===== src/rtl/pipe_hazard_ctrl_pkg.sv =====
// Shared types and constants for the rv32i pipeline stall/flush controller.
// Holds the FSM state encoding, the x0 register constant and the per-register control bundle.
package pipe_hazard_ctrl_pkg;

  localparam int unsigned REG_W = 5;
  localparam logic [REG_W-1:0] REG_X0 = '0;

  typedef enum logic [1:0] {
    ST_RUN      = 2'd0,
    ST_MEM_WAIT = 2'd1,
    ST_ERR      = 2'd2
  } ctrl_state_e;

  typedef struct packed {
    logic pc_stall;
    logic ifid_stall;
    logic ifid_flush;
    logic idex_stall;
    logic idex_flush;
    logic exmem_stall;
    logic memwb_flush;
  } pipe_ctrl_t;

  localparam pipe_ctrl_t CTRL_NONE = '0;

  // Freeze everything up to EX/MEM and push a bubble into WB.
  function automatic pipe_ctrl_t ctrl_freeze();
    pipe_ctrl_t c;
    c             = CTRL_NONE;
    c.pc_stall    = 1'b1;
    c.ifid_stall  = 1'b1;
    c.idex_stall  = 1'b1;
    c.exmem_stall = 1'b1;
    c.memwb_flush = 1'b1;
    return c;
  endfunction

  function automatic pipe_ctrl_t ctrl_branch();
    pipe_ctrl_t c;
    c            = CTRL_NONE;
    c.ifid_flush = 1'b1;
    c.idex_flush = 1'b1;
    return c;
  endfunction

  function automatic pipe_ctrl_t ctrl_bubble();
    pipe_ctrl_t c;
    c            = CTRL_NONE;
    c.pc_stall   = 1'b1;
    c.ifid_stall = 1'b1;
    c.idex_flush = 1'b1;
    return c;
  endfunction

endpackage


===== src/rtl/pipe_hazard_ctrl_hazard_detect.sv =====
// Pure combinational load-use compare between the load in EX and the sources read in ID.
// Also used by the forwarding unit, so it carries no state and no reset.
module hazard_detect
  import pipe_hazard_ctrl_pkg::*;
(
  input  logic [REG_W-1:0] id_rs1_i,
  input  logic [REG_W-1:0] id_rs2_i,
  input  logic             id_use_rs1_i,
  input  logic             id_use_rs2_i,
  input  logic             idex_mem_read_i,
  input  logic [REG_W-1:0] idex_rd_i,
  output logic             load_use_o
);

  logic rs1_hit;
  logic rs2_hit;

  assign rs1_hit = id_use_rs1_i && (id_rs1_i == idex_rd_i);
  assign rs2_hit = id_use_rs2_i && (id_rs2_i == idex_rd_i);

  // x0 is hard-wired zero, so a load targeting it never produces a dependency.
  assign load_use_o = idex_mem_read_i && (idex_rd_i != REG_X0) && (rs1_hit || rs2_hit);

endmodule


===== src/rtl/pipe_hazard_ctrl.sv =====
// Stall/flush controller for the 5-stage pipeline: memory wait FSM with timeout,
// priority mux of pipe-register controls and a saturating stall-cycle counter.
module pipe_hazard_ctrl
  import pipe_hazard_ctrl_pkg::*;
#(
  parameter int unsigned MEM_TIMEOUT = 16,
  parameter int unsigned CNTW        = 32
) (
  input  logic             clk_i,
  input  logic             rst_i,
  input  logic [REG_W-1:0] id_rs1_i,
  input  logic [REG_W-1:0] id_rs2_i,
  input  logic             id_use_rs1_i,
  input  logic             id_use_rs2_i,
  input  logic             idex_mem_read_i,
  input  logic [REG_W-1:0] idex_rd_i,
  input  logic             ex_br_taken_i,
  input  logic             mem_req_i,
  input  logic             mem_ack_i,
  output logic             pc_stall_o,
  output logic             ifid_stall_o,
  output logic             ifid_flush_o,
  output logic             idex_stall_o,
  output logic             idex_flush_o,
  output logic             exmem_stall_o,
  output logic             memwb_flush_o,
  output logic             mem_err_o,
  output logic [CNTW-1:0]  stall_cnt_o
);

  localparam int unsigned       WAIT_W    = $clog2(MEM_TIMEOUT + 1);
  localparam logic [WAIT_W-1:0] WAIT_LAST = WAIT_W'(MEM_TIMEOUT - 1);

  ctrl_state_e       state_q, state_d;
  logic [WAIT_W-1:0] wait_cnt_q, wait_cnt_d;
  logic [CNTW-1:0]   stall_cnt_q, stall_cnt_d;

  logic       load_use;
  logic       mem_stall;
  pipe_ctrl_t ctrl;

  hazard_detect u_hazard_detect (
    .id_rs1_i        (id_rs1_i),
    .id_rs2_i        (id_rs2_i),
    .id_use_rs1_i    (id_use_rs1_i),
    .id_use_rs2_i    (id_use_rs2_i),
    .idex_mem_read_i (idex_mem_read_i),
    .idex_rd_i       (idex_rd_i),
    .load_use_o      (load_use)
  );

  assign mem_stall = ((state_q == ST_RUN) || (state_q == ST_MEM_WAIT)) &&
                     mem_req_i && !mem_ack_i;

  // Controls are gated by reset so no flush or stall leaks out while held in reset.
  always_comb begin
    ctrl = CTRL_NONE;
    if (rst_i) begin
      ctrl = CTRL_NONE;
    end else if (state_q == ST_ERR) begin
      ctrl = ctrl_freeze();
    end else if (mem_stall) begin
      ctrl = ctrl_freeze();
    end else if (ex_br_taken_i) begin
      ctrl = ctrl_branch();
    end else if (load_use) begin
      ctrl = ctrl_bubble();
    end
  end

  always_comb begin
    state_d    = state_q;
    wait_cnt_d = wait_cnt_q;
    unique case (state_q)
      ST_RUN: begin
        if (mem_stall) begin
          state_d    = ST_MEM_WAIT;
          wait_cnt_d = WAIT_W'(1);
        end
      end
      ST_MEM_WAIT: begin
        // A dropped request is an abort, not an error.
        if (!mem_req_i || mem_ack_i) begin
          state_d    = ST_RUN;
          wait_cnt_d = '0;
        end else if (wait_cnt_q == WAIT_LAST) begin
          state_d    = ST_ERR;
          wait_cnt_d = '0;
        end else begin
          wait_cnt_d = wait_cnt_q + WAIT_W'(1);
        end
      end
      ST_ERR: begin
        state_d = ST_ERR;
      end
      default: begin
        state_d    = ST_RUN;
        wait_cnt_d = '0;
      end
    endcase
  end

  always_comb begin
    stall_cnt_d = stall_cnt_q;
    if (ctrl.pc_stall && (stall_cnt_q != {CNTW{1'b1}})) begin
      stall_cnt_d = stall_cnt_q + CNTW'(1);
    end
  end

  always_ff @(posedge clk_i or posedge rst_i) begin
    if (rst_i) begin
      state_q     <= ST_RUN;
      wait_cnt_q  <= '0;
      stall_cnt_q <= '0;
    end else begin
      state_q     <= state_d;
      wait_cnt_q  <= wait_cnt_d;
      stall_cnt_q <= stall_cnt_d;
    end
  end

  assign pc_stall_o    = ctrl.pc_stall;
  assign ifid_stall_o  = ctrl.ifid_stall;
  assign ifid_flush_o  = ctrl.ifid_flush;
  assign idex_stall_o  = ctrl.idex_stall;
  assign idex_flush_o  = ctrl.idex_flush;
  assign exmem_stall_o = ctrl.exmem_stall;
  assign memwb_flush_o = ctrl.memwb_flush;
  assign mem_err_o     = (state_q == ST_ERR) && !rst_i;
  assign stall_cnt_o   = stall_cnt_q;

endmodule


===== config.mk =====
export PLATFORM = sky130hd
export DESIGN_NAME = pipe_hazard_ctrl
export DESIGN_NICKNAME = d
export VERILOG_FILES = /design/src/rtl/pipe_hazard_ctrl_pkg.sv /design/src/rtl/pipe_hazard_ctrl_hazard_detect.sv /design/src/rtl/pipe_hazard_ctrl.sv
export SDC_FILE = /design/constraint.sdc
export NUM_CORES = 1
export LEC_CHECK = 0
export ABC_CLOCK_PERIOD_IN_PS = 8910
export CORE_MARGIN = 3
export CORE_UTILIZATION = 50
export DETAILED_ROUTE_END_ITERATION = 10
export GPL_TIMING_DRIVEN = 0
export MAX_ROUTING_LAYER = met4
export PLACE_DENSITY_LB_ADDON = 0.08
export SLEW_MARGIN = 30
export SYNTH_ARGS = -nofsm -noshare
export SYNTH_HDL_FRONTEND = slang
export SYNTH_SLANG_ARGS = --single-unit

===== constraint.sdc =====
create_clock -name clk_i -period 8.91 [get_ports clk_i]
set_input_delay 2.673 -clock clk_i [delete_from_list [all_inputs] [get_ports clk_i]]
set_output_delay 2.673 -clock clk_i [all_outputs]
set_load 0.01 [all_outputs]

; After elaboration in Yosys (flattened, before gate mapping)
; Index checks and enable logic that the tools add are counted.
[word_totals]
wordCells = 45
output_inout_bits = 40
ff_bits = 39
in_bits = 23
[classes]
bitwise_logic = 1
n_mux = 13
n_reduce_logical = 18
addsub = 2
n_eq_ne = 8
[ops]
columns = cell, n
row1 = 7-bit two-way mux, 5
row2 = 32-bit by 1-bit adder with 32-bit output (second input constant), 1
row3 = 32-bit inequality test (second input constant), 1
row4 = 5-bit two-way mux, 3
row5 = 5-bit one-hot mux with 3 select lines, 1
row6 = 5-bit equality test, 2
row7 = 1-bit logical AND, 8
row8 = 2-bit two-way mux, 3
row9 = 2-bit one-hot mux with 3 select lines, 1
row10 = 5-bit by 1-bit adder with 5-bit output (second input constant), 1
row11 = 5-bit by 4-bit equality test with 1-bit output (second input constant), 1
row12 = 5-bit nonzero test, 1
row13 = 2-bit AND reduction, 2
row14 = 1-bit zero test, 3
row15 = 1-bit logical OR, 3
row16 = 3-bit by 1-bit inequality test with 1-bit output (second input constant), 1
row17 = 2-bit by 1-bit equality test with 1-bit output (second input constant), 1
row18 = 2-bit equality test (second input constant), 1
row19 = 2-bit zero test, 1
row20 = 2-bit inequality test (second input constant), 1
row21 = 1-bit NOT, 1

; Depth between registers and ports, before layout
[depth]
depth_word = 10
ltp_mapped = 8
ltp_nobuf = 6

; Modules after synthesis
; A second synthesis with hierarchy kept.
[hier_totals]
cells_unflattened = 218
area_unflattened_um2 = 2210.9
[by_module_without_submodules]
columns = mod, area_per_inst_um2, instances, cells_each, seq_area_each_um2
row1 = pipe_hazard_ctrl, 2077.0, 1, 201, 975.9
row2 = hazard_detect, 133.9, 1, 17, 0.0

; Worst setup path after synthesis
; OpenSTA, ideal clock, no wires.
[synth_path]
path_type = input port to output port
start = in idex_rd_i[1]
end = out pc_stall_o
stages = 6
path_buffers = 2
setup_slack_ps = 2259
arrival_time_ps = 3978
required_time_ps = 6237
cell_sequence = or4_1 -> o21ai_0 -> nor3_1 -> a21o_1 -> buf_2 -> buf_4
[synth_via]
elab_chain_len = 9
word_cells_on_any_way = 13
cone_classes = eq/ne: 2 / mux: 5 / reduce/logical: 6
[synth_lines]
columns = item, line
row1 = from (decl), pipe_hazard_ctrl.sv:16  ; input logic [REG_W-1:0] idex_rd_i,
row2 = 5-bit equality test (on tied branches), "pipe_hazard_ctrl_hazard_detect.sv:18, pipe_hazard_ctrl_hazard_detect.sv:19"
row3 = 1-bit logical AND (on tied branches), "pipe_hazard_ctrl_hazard_detect.sv:18, pipe_hazard_ctrl_hazard_detect.sv:19"
row4 = 1-bit logical OR, pipe_hazard_ctrl_hazard_detect.sv:22  ; assign load_use_o = idex_mem_read_i && (idex_rd_i != REG_X0) && (rs1_hit || rs2_hit);
row5 = 1-bit logical AND (*), pipe_hazard_ctrl_hazard_detect.sv:22
row6 = 7-bit two-way mux (*), pipe_hazard_ctrl.sv:66  ; end else if (load_use) begin
row7 = 7-bit two-way mux (*), pipe_hazard_ctrl.sv:64  ; end else if (ex_br_taken_i) begin
row8 = 7-bit two-way mux (*), pipe_hazard_ctrl.sv:62  ; end else if (mem_stall) begin
row9 = 7-bit two-way mux (*), pipe_hazard_ctrl.sv:60  ; end else if (state_q == ST_ERR) begin
row10 = 7-bit two-way mux (*), pipe_hazard_ctrl.sv:58  ; if (rst_i) begin
row11 = to (decl), pipe_hazard_ctrl.sv:20  ; output logic pc_stall_o,
; Every way passes the cells marked *; elsewhere a longest branch is shown, timed or not.

; Worst setup path in the final report
; Same ends and word-level chain as after synthesis.

==> results.cfg <==
[drt]
routed_wl_um = 4634
viasPerCell = 5.489
drc_errors = 0
dr.pass1.iters = 4
drt-initial-drc-count = 121
wl_per_cell_um = 14.35
ant_nets = 0
vias = 1773

[global_route]
grt.total_usage = 0.2014
grt_pass1_wl_um = 7859
antenna_found_initial = 0
grt_overflow = 0
grt_pass1_vias = 1711
grt_max_degree = 24

[worst_setup_path]
cp-startpoint = idex_rd_i[1]
r2r-end = stall_cnt_o[5]
cpMostUsedCell = clkdlybuf4s50_1
crit_path_top_delay_cell = or4_1
required_ps = 6240
reg2reg_slack_ps = 6750
critPathKind = in2out
cpPeakStageDelay_ps = 540
rr_startpoint = stall_cnt_o[11]
start_kind = input port
ff2ff_path_depth = 7
path_cells = clkdlybuf4s50_1, or4_1, o21ai_0, nor3_1, a21o_1, buf_2, buf_4, clkdlybuf4s50_1
path_max_fanout = 11
cp_data_arrival_time_ps = 5090
endpoint_kind = primary output

[pwr]
combPwrFrac = 0.166
p_sw_mw = 0.1014
p_int_mw = 0.3078
p_clk_frac = 0.345
leakagePower_nw = 1.237
pwr-share-seq = 0.490
powerDensity_nw_per_um2 = 142.8
ir_drop_v = 0.0001092
netSwitchingFraction = 0.2478

[synth]
synth-seq-area-share = 0.4750
synth_seq_cells = 39
synthCells = 205
syn_area_per_cell_um2 = 10.02
ys_types = 33
synth_nets = 230
syn_area_um2 = 2054
yosysWarnings = 0

[timing]
finalHoldViolations = 0
slew_violations = 0
worst_clock_skew_ps = 3.487
setup_violations = 0
tightest_slew_ps = 610.1
setup-tns-final_ps = 0
min_period_ps = 7763
fin_crit_sh = 0.8712
holdWs_ps = 498.7
rsz0062_at_grt = no
max_freq_mhz = 128.8
slew_headroom = 0.5879

[min_path]
hold_depth = 1
worstHoldStart = stall_cnt_o[20]
hold_class = reg2reg
min_to = stall_cnt_o[20]

[clock_network]
cts_tree = built
clock_path_buffers = 2
cts-buffers-inserted = 5
insertion_delay_ps = 290
cts_hold_buf = 0
cts_root_buf = clkbuf_8
clk_pin_slew_worst_paths_ps = 70
cts_sinks = 39
cts_setup_buffers = 0
htreeDepth = 2
cts_resized = 0

[final_layout]
drive_gt1_frac = 0.05818
diodes = 0
nNetsFinal = 300
syn_to_final_growth_pct = 39.46

[place]
gp_congestion = 0.8021
hpwl_um = 3641
io_buffers = 62

[floorplan]
dieArea_um2 = 4914
ios = 63
core_um2 = 3799
die_h_um = 70.10
fp.dieW_um = 70.10
start_util = 0.5408
rows = 22

[run_status]
status = complete, no violations

[run]
cap_violations = 0
==> synth_stat cells (all sizes together) <==
cell type,count,area share
o21a,1,0.0037
clkbuf,1,0.0018
nor2,7,0.013
or4,1,0.0037
and3b,1,0.0043
ha,2,0.012
or3b,1,0.0043
and4,3,0.013
o211ai,1,0.0061
and2,1,0.0030
a21oi,2,0.0049
buf,7,0.027
nand2,21,0.038
o211a,1,0.0049
inv,5,0.0091
or2b,1,0.0037
xnor2,32,0.14
and3,4,0.012
o31ai,1,0.0037
o21ai,6,0.015
dfrtp,39,0.48
nand3,20,0.049
nand4,17,0.052
xor2,11,0.047
nor3,7,0.017
o221ai,1,0.0043
a21o,2,0.0073
nor3b,2,0.0073
a41oi,1,0.0043
o22ai,1,0.0030
nor4,5,0.015
==> worst max-delay path by stage <==
stage	to	slack [ps]	depth (start not counted)
6_report	pc_stall_o	1150	8
5_1_grt	pc_stall_o	1070	8
4_1_cts	pc_stall_o	1130	8
2_1_floorplan	pc_stall_o	2260	6
3_3_place_gp	pc_stall_o	1180	8
3_5_place_dp	pc_stall_o	1130	8
==> per-stage QoR <==
step	cells	worst slack (ps)	area, um2	power (mW)	util
after global routing	323	1072	2865	0.4297	0.7543
final	323	1147	2865	0.4092	0.7543
after floorplan	205	2259	2054	0.2333	-
after global placement	315	1175	2735	0.2690	0.7200
after detailed placement	316	1127	2763	0.2721	0.7273
after CTS	323	1127	2865	0.4121	0.7543
==> area by class of cell <==
cell class | count | area (um2)
Multi-Input combinational cell | 153 | 1001
Sequential cell | 39 | 975.9
Fill cell | 292 | 933.4
Timing Repair Buffer | 63 | 648.1
Clock buffer | 6 | 72.57
Tap cell | 48 | 60.06
Buffer | 8 | 58.81
Clock inverter | 1 | 30.03
Inverter | 5 | 18.77
==> placed cells by master, fill, tap and decap left out, types with 3 or more instances in the layout <==
master,n
nand4_1,17
clkdlybuf4s50_1,62
nand3_1,20
nor3_1,7
o21ai_0,6
inv_1,4
clkbuf_8,5
buf_4,3
and4_1,3
nor4_1,5
and3_1,4
xnor2_1,32
nor2_1,7
dfrtp_1,39
xor2_1,11
nand2_1,21
==> worst max-delay path: cells and delay by family <==
family / cells / cell delay, ps
AO/OA/AOI/OAI: 2 / 480
buffers and inverters: 4 / 1310
AND/OR/NAND/NOR: 2 / 620
==> power by group through the flow <==
stage | clock network (mW) | logic [mW] | registers (mW)
2_1_floorplan | 0 | 0.0289 | 0.204
3_3_place_gp | 0 | 0.0657 | 0.203
3_5_place_dp | 0 | 0.0686 | 0.204
4_1_cts | 0.143 | 0.0690 | 0.200
5_1_grt | 0.153 | 0.0743 | 0.202
6_report | 0.141 | 0.0678 | 0.200
==> cell families (layout without fill, tap and decap cells) <==
logic type,Yosys count,in the layout,synth area share
fa+ha+maj,2,2,0.01218
buf+inv,13,83,0.03776
xor+xnor,43,43,0.1833
compound gates,17,17,0.05664
simple gates,91,91,0.2351
flops,39,39,0.4750
==> layer usage <==
metal | track usage | share of wire | up-vias
met5 | - | 0 | -
met4 | 0.04043 | 0.0063 | 0
met3 | 0.04604 | 0.044 | 5
met2 | 0.3242 | 0.50 | 51
met1 | 0.2624 | 0.44 | 852
li1 | - | - | 865
==> registers in the layout, summed over array words and instances (netlist names) <==
register and flops:
wait_cnt_q 5, state_q 2, stall_cnt_o 32
(Power assumes the default switching activity.)
